## config.mk

```make
export PLATFORM = sky130hd
export DESIGN_NAME = car_field
export DESIGN_NICKNAME = d
export VERILOG_FILES = /design/src/rtl/car_field_pkg.sv /design/src/rtl/car_field_lane.sv /design/src/rtl/car_field.sv
export SDC_FILE = /design/constraint.sdc
export NUM_CORES = 1
export LEC_CHECK = 0
export CAP_MARGIN = 20
export CORE_AREA = 4 4 112 104
export DETAILED_ROUTE_END_ITERATION = 7
export DIE_AREA = 0 0 116 108
export PLACE_DENSITY = 0.85
export SKIP_CTS_REPAIR_TIMING = 1
export SLEW_MARGIN = 20
export SYNTH_ARGS = -nofsm -noshare
export SYNTH_HDL_FRONTEND = slang
export SYNTH_HIERARCHICAL = 1
export SYNTH_SLANG_ARGS = --single-unit
```

## constraint.sdc

```tcl
create_clock -name clk -period 3.76 [get_ports clk]
set_input_delay 0.752 -clock clk [delete_from_list [all_inputs] [get_ports clk]]
set_output_delay 0.752 -clock clk [all_outputs]
set_load 0.02 [all_outputs]
```

## src/rtl/car_field_pkg.sv

```systemverilog
// Shared types and helpers for the Frogger car field: lane direction,
// LFSR constants and the single-lane shift used by every lane instance.
package car_pkg;

  typedef enum logic {
    DIR_LEFT  = 1'b0,
    DIR_RIGHT = 1'b1
  } dir_e;

  localparam logic [15:0] LFSR_SEED = 16'hACE1;
  // Feedback taps 16,14,13,11 expressed as a mask over bits [15:0]
  localparam logic [15:0] LFSR_TAPS = 16'hB400;

  // Widest lane the shift helper supports; lanes use the low WIDTH bits
  localparam int unsigned SHIFT_MAX_W = 64;

  function automatic logic [SHIFT_MAX_W-1:0] lane_shift(
    input logic [SHIFT_MAX_W-1:0] old,
    input int unsigned            width,
    input dir_e                   dir,
    input logic                   entry
  );
    logic [SHIFT_MAX_W-1:0] mask;
    logic [SHIFT_MAX_W-1:0] r;
    mask = '1;
    mask = mask >> (SHIFT_MAX_W - width);
    if (dir == DIR_RIGHT) begin
      r = ((old << 1) | SHIFT_MAX_W'(entry)) & mask;
    end else begin
      r = ((old & mask) >> 1) | (SHIFT_MAX_W'(entry) << (width - 1));
    end
    return r;
  endfunction

endpackage

```

## src/rtl/car_field_lane.sv

```systemverilog
// One car lane: step-period counter, circular shift register and the
// registered step pulse that lines up with the shifted cells.
module car_lane
  import car_pkg::*;
#(
  parameter int unsigned WIDTH = 8,
  parameter int unsigned DIV_W = 8
) (
  input  logic             clk,
  input  logic             clear,
  input  logic             hold,
  input  logic [WIDTH-1:0] init,
  input  logic             dir,
  input  logic [DIV_W-1:0] period,
  input  logic             entry,
  output logic [WIDTH-1:0] cells,
  output logic             step,
  output logic             shift_now
);

  logic [DIV_W-1:0]       cnt;
  logic                   due;
  logic [SHIFT_MAX_W-1:0] shifted;

  // ">=" rather than "==" so a period shortened mid-count fires at once
  assign due       = (period != '0) && (cnt >= period - DIV_W'(1));
  assign shift_now = !clear && !hold && due;
  assign shifted   = lane_shift(SHIFT_MAX_W'(cells), WIDTH, dir_e'(dir), entry);

  always_ff @(posedge clk) begin
    if (clear) begin
      cells <= init;
      cnt   <= '0;
      step  <= 1'b0;
    end else if (hold) begin
      step <= 1'b0;
    end else if (period == '0) begin
      step <= 1'b0;
    end else if (due) begin
      cells <= shifted[WIDTH-1:0];
      cnt   <= '0;
      step  <= 1'b1;
    end else begin
      cnt  <= cnt + DIV_W'(1);
      step <= 1'b0;
    end
  end

  if (WIDTH < SHIFT_MAX_W) begin : g_unused
    logic unused_hi;
    assign unused_hi = ^shifted[SHIFT_MAX_W-1:WIDTH];
  end

endmodule

```

## src/rtl/car_field.sv

```systemverilog
// Frogger road of LANES shifting car lanes with sticky frog collision flag.
// Define CAR_FIELD_LFSR_EN to feed lane entry bits from a 16-bit LFSR.
module car_field
  import car_pkg::*;
#(
  parameter int unsigned WIDTH = 8,
  parameter int unsigned LANES = 4,
  parameter int unsigned DIV_W = 8
) (
  input  logic                       clk,
  input  logic                       reset,
  input  logic                       round_reset,
  input  logic                       hold,
  input  logic [LANES*WIDTH-1:0]     pattern,
  input  logic [LANES-1:0]           dir,
  input  logic [LANES*DIV_W-1:0]     period,
  input  logic                       frog_valid,
  input  logic [$clog2(LANES)-1:0]   frog_lane,
  input  logic [$clog2(WIDTH)-1:0]   frog_col,
  output logic [LANES*WIDTH-1:0]     cells,
  output logic [LANES-1:0]           step,
  output logic                       hit
);

  logic             clear;
  logic [LANES-1:0] entry;
  logic [LANES-1:0] shift_now;
  logic             hit_now;

  assign clear = reset | round_reset;

  for (genvar k = 0; k < LANES; k++) begin : g_lane
    car_lane #(
      .WIDTH(WIDTH),
      .DIV_W(DIV_W)
    ) u_lane (
      .clk      (clk),
      .clear    (clear),
      .hold     (hold),
      .init     (pattern[k*WIDTH +: WIDTH]),
      .dir      (dir[k]),
      .period   (period[k*DIV_W +: DIV_W]),
      .entry    (entry[k]),
      .cells    (cells[k*WIDTH +: WIDTH]),
      .step     (step[k]),
      .shift_now(shift_now[k])
    );
  end

`ifdef CAR_FIELD_LFSR_EN
  logic [15:0] lfsr;

  // Only a hard reset reseeds, so traffic keeps varying across rounds
  always_ff @(posedge clk) begin
    if (reset) begin
      lfsr <= LFSR_SEED;
    end else if (|shift_now) begin
      lfsr <= {lfsr[14:0], ^(lfsr & LFSR_TAPS)};
    end
  end

  for (genvar k = 0; k < LANES; k++) begin : g_entry
    assign entry[k] = lfsr[k % 16];
  end
`else
  logic unused_shift;
  assign unused_shift = |shift_now;

  for (genvar k = 0; k < LANES; k++) begin : g_entry
    assign entry[k] = dir[k] ? cells[k*WIDTH + WIDTH - 1] : cells[k*WIDTH];
  end
`endif

  // Only in-range coordinates are enumerated, so out-of-range frogs never hit
  always_comb begin
    hit_now = 1'b0;
    for (int unsigned l = 0; l < LANES; l++) begin
      for (int unsigned c = 0; c < WIDTH; c++) begin
        if (frog_valid && (32'(frog_lane) == l) && (32'(frog_col) == c)) begin
          hit_now = hit_now | cells[l*WIDTH + c];
        end
      end
    end
  end

  always_ff @(posedge clk) begin
    if (clear) begin
      hit <= 1'b0;
    end else if (hit_now) begin
      hit <= 1'b1;
    end
  end

endmodule

```

**After elaboration in Yosys (flattened, before gate mapping)**

Index checks and enable logic that the tools add are counted.

- Bitwise gates (word level): 45
- Reduce and logical (&&, ||, !) cells: 66
- Eq/ne operators: 15
- Mux-type cells: 64
- Add/subtract/negate cells: 8
- $lt $le $gt $ge: 4

Operators with widths:

| operator | count |
|---|---|
| 2-to-1 mux 8 bit | 24 |
| logical AND 1 bit | 40 |
| 2-to-1 mux 1 bit | 40 |
| adder 8 x 1 -> 8 bit (second input constant) | 4 |
| >= comparator 8 bit | 4 |
| zero test 8 bit | 4 |
| OR 1 bit | 32 |
| OR 7 x 8 -> 8 bit | 4 |
| OR 8 x 1 -> 8 bit | 4 |
| nonzero test 8 bit | 4 |
| subtractor 8 x 1 -> 8 bit (second input constant) | 4 |
| equality test 3 bit (second input constant) | 4 |
| AND reduction 3 bit | 4 |
| OR reduction 3 bit | 4 |
| inequality test 2 bit (second input constant) | 4 |
| AND reduction 2 bit | 4 |
| nonzero test 2 bit | 4 |
| equality test 3 x 2 -> 1 bit (second input constant) | 2 |
| NOT 1 bit | 5 |
| equality test 2 bit (second input constant) | 2 |
| equality test 3 x 1 -> 1 bit (second input constant) | 1 |
| zero test 3 bit | 1 |
| equality test 2 x 1 -> 1 bit (second input constant) | 1 |
| zero test 2 bit | 1 |
| inequality test 2 x 1 -> 1 bit (second input constant) | 1 |

- Word-level logic and storage cells: 215
- Flip-flop bits (word level): 69
- Bits of input ports: 78
- Output and inout port bits: 37

**Logic depth before layout (Yosys ltp)**

- Depth after elaboration: 66
- Mapped depth: 11
- Depth with buffers taken out: 10

**Modules after synthesis**

The synthesis kept the hierarchy.

Modules (own cells, without submodules):

| module | instances | cells each | area an instance (sq um) | seq. area each (sq um) |
|---|---|---|---|---|
| car_lane | 4 | 134 | 1172.4 | 420.4 |
| car_field | 1 | 60 | 459.2 | 20.0 |

**Least setup slack after synthesis**

No wires, ideal clock.

- Kind: input to register
- Start point: input period[5]
- End point: register g_lane[0].u_lane.cells[0] (enable)
- Setup slack: 0.616 ns
- Required time: 3.385 ns
- Stages: 9
- Library setup time: 0.375 ns
- Arrival time: 2.769 ns
- Buffers on the path: 1
- Cell sequence: nor4_1 > nand2_1 > xor2_1 > ha_1 > nand2_1 > o21ai_0 > a21oi_4 > buf_6 > o21bai_1

- Cells in the longest elaborated chain, start to end: 5
- Elaborated cells on any way between the ends: 8
- Classes of those cells: add/sub: 1; order compare: 1; eq/ne: 1; reduce/logical: 5

RTL lines:

| element | RTL line | source |
|---|---|---|
| start, declared | car_field.sv:16 | `input logic [LANES*DIV_W-1:0] period,` |
| subtractor 8 x 1 -> 8 bit | car_field_lane.sv:26 | `assign due = (period != '0) && (cnt >= period - DIV_W'(1));` |
| >= comparator 8 bit | car_field_lane.sv:26 |  |
| logical AND 1 bit | car_field_lane.sv:26 |  |
| nonzero test 2 bit (no source line) | n/a |  |
| AND reduction 3 bit (no source line) * | n/a |  |
| end signal, assigned | car_field_lane.sv:32 | `cells <= init;` |
| end signal, assigned | car_field_lane.sv:40 | `cells <= shifted[WIDTH-1:0];` |
| end, declared | car_field_lane.sv:16 | `output logic [WIDTH-1:0] cells,` |

Mark *: on every way between the ends. The rest lies on a longest branch, timed or not.
A chain may end at the register's enable or synchronous reset.

**Worst setup path after layout**

- Start point: input period[26]
- End point: register g_lane[3].u_lane.cells[2] (enable)

- Cells in the longest elaborated chain, start to end: 5
- Elaborated cells on any way between the ends: 8
- Classes of those cells: add/sub: 1; order compare: 1; eq/ne: 1; reduce/logical: 5

RTL lines:

| element | RTL line |
|---|---|
| subtractor 8 x 1 -> 8 bit | car_field_lane.sv:26 |
| >= comparator 8 bit | car_field_lane.sv:26 |
| logical AND 1 bit | car_field_lane.sv:26 |
| nonzero test 2 bit (no source line) | n/a |
| AND reduction 3 bit (no source line) * | n/a |
| end signal, assigned | car_field_lane.sv:32 |
| end signal, assigned | car_field_lane.sv:40 |
| end, declared | car_field_lane.sv:16 |

Marks and branches as above.

==> key figures <==
Outcome
  • Status: finished, final reports clean

Power and ir drop
  • Sw Share: 26.2%
  • Pint: ~1.6 mW
  • Design Power: 2.23 mW
  • PwrDens: around 340 nW/um2
  • Reg power frac: roughly two fifths
  • Clock share of power: approximately 40%
  • P_sw: between 500 and 600 uW
  • Peak VDD IR: between 0.2 and 0.3 mV
  • Leakage: roughly 2.5 nW
  • Comb pwr share: 20.8%

GRT
  • First-pass GRT wire length: ~22,000 um
  • Vias in the first global route: about 4,900
  • Largest net degree at the start of global routing: 35
  • Met1 Track Usage GR: around a quarter
  • GRT overflow: 0
  • Met3 Use GR: approximately 3.4%
  • Initial antenna violation count: 0
  • Busiest grt layer: met2
  • GRT Resource Usage Total: between 20% and 30%
  • Met2 Use GR: 38.3%

Yosys
  • Mean Syn Cell Area: 8.66 um2
  • Mapped Cells: roughly 590
  • Post-Syn Area: roughly 5100 um2
  • Syn nets: slightly above 700
  • Synth warn: 6

STA
  • Setup TNS Final: 0 ps
  • Clock Skews: 6.52 ps
  • Setup slack after layout: roughly 360 ps
  • Pins Over Slew Limit: 0
  • FMAX: slightly below 300 MHz
  • Fin. Hold Viols: 0
  • Final setup viols: 0
  • Minimum clock period: roughly 3400 ps
  • Crit share post-route: about nine tenths
  • RSZ-0062 raised after global routing: false
  • Worst slew pin tran: about 840 ps
  • Relative slew slack: between 40% and 50%

Setup path
  • Required @ worst endpoint: ~3700 ps
  • Critical path launch point type: input port
  • Kind of critical path: input port to register
  • CP Max Fanout: 8
  • Slowest cell delay on critical path: 680 ps
  • Worst setup EP type: register
  • Worst Path Arrival: 3350 ps
  • Worst path slowest cell: o21bai_1
  • CP cell instances: clkdlybuf4s50_1, nor3_1, nor3b_1, xnor2_1, ha_1, nand4_1, a21oi_1, a21oi_4, o21bai_1

Clock tree
  • CTS tree: yes
  • Clk sink count: roughly 70
  • Clock tree buffer depth: 2
  • H-tree levels: 3
  • Reg clk slew, reported paths: approximately 60 ps
  • Number of buffers created by CTS: 9
  • Clock Latency Late Sink: 320 ps
  • Clock Tree Root: clkbuf_16

Cells and area
  • # nets final: around 820
  • Post-Layout Cell Count: ~840
  • Post-layout util: 63.2%
  • Ant diodes: 0
  • Share of cells above drive strength 1: around 7.7%
  • Area growth from synthesis to layout: 29.8%

Placement
  • GPL Wtd Cong: ~0.88
  • IO buf count: about 110
  • Dpl cells: 821
  • Placed wire-length estimate: ~10,000 um
  • Pre-CTS WS: 58.2 ps

Floorplan
  • Overall die area: 12,500 um2
  • Height of the chip: around 110 um
  • I/O pins: approximately 120
  • Core Region: 10,500 um2
  • Die boundary width: about 120 um
  • FP Rows: 36
  • Initial core utilization: ~49%

Route
  • DR iter-0 viols: ~300
  • First-pass iteration count of the detailed router: 5
  • Via density: 5.76
  • DRC viols: 0
  • WL final: approximately 13,000 um
  • Vias: about 4,800
  • WL/cell: ~16 um
  • Final ANT Viol Nets: 0

Worst hold path
  • Worst hold path class: register to register

Flow run
  • Max-cap viol count: 0
layer usage:
| metal | vias up | share of wire, % | routed length, um |
|---|---|---|---|
| met5 | - | 0 | 0 |
| met4 | 0 | 2.1 | 276 |
| met3 | 24 | 5.0 | 667 |
| met2 | 134 | 51 | 6770 |
| met1 | 2279 | 42 | 5590 |
| li1 | 2380 | - | - |
flip-flops by register name, summed over array words and instances (netlist names):
| name | count |
|---|---|
| g_lane.u_lane/cells | 32 |
| g_lane.u_lane/cnt | 32 |
| g_lane.u_lane/step | 4 |
| hit | 1 |
placed cells by master, fill, tap and decap left out, types with 3 or more instances in the layout:
master / instances
clkdlybuf4s50_1: 114
a2111o_1: 5
inv_1: 19
o21bai_1: 6
a21oi_4: 4
dfxtp_1: 37
xnor2_1: 12
or2_2: 9
a22oi_1: 3
mux2_2: 6
ha_1: 44
o21ai_0: 45
clkbuf_16: 9
a21oi_1: 26
nor2_1: 17
nor3b_1: 6
xor2_1: 12
nor3_1: 25
a31oi_1: 27
a31o_2: 5
o211ai_1: 4
edfxtp_1: 32
nand3b_1: 9
nand4_1: 5
nand2b_4: 4
nand3_1: 44
nand2_1: 98
buf_4: 11
nor4_1: 4
and2_1: 4
mux2i_1: 38
nand4b_1: 4
cell type report:
type,count,area (um2)
tap,133,166
clock buffer,9,225
sequential,69,1700
timing repair buffer,125,1220
inverter,19,71.3
multi-input combinational,475,3180
clock inverter,7,90.1
fill,890,3880
power groups by stage:
stage / sequential [mW] / clock [mW] / combinational (mW)
final: 0.881 / 0.888 / 0.465
after global routing: 0.886 / 0.938 / 0.508
after CTS: 0.880 / 0.898 / 0.467
after detailed placement: 0.896 / 0 / 0.465
after global placement: 0.895 / 0 / 0.451
after floorplan: 0.926 / 0 / 0.210
worst max-delay path, delay by kind of cell:
family,cells,cell delay (ps)
xor gates and xnor gates,1,110
AOI/OAI and AO/OA,3,1020
and+or+nand+nor,3,690
adders and majority gates,1,300
buffers and inverters,1,480
metrics by stage:
stage                     cell area, um2  hold slack, ps
after global routing                6660             522
final                               6660             496
after global placement              6340             475
after floorplan                     5130             462
after CTS                           6660             496
after detailed placement            6340             487
path summary, 6_finish.rpt:
kind | from | to | slack [ps] | cells after the start
worst min register to register | g_lane[0].u_lane/cnt[0] | g_lane[0].u_lane/cnt[0] | 500 | 2
worst max register to register | g_lane[3].u_lane/cnt[5] | g_lane[3].u_lane/cells[2] | 1600 | 5
worst min-delay path | g_lane[0].u_lane/cnt[0] | g_lane[0].u_lane/cnt[0] | 500 | 2
worst max-delay path | period[26] | g_lane[3].u_lane/cells[2] | 360 | 9
(Power assumes the default switching activity.)
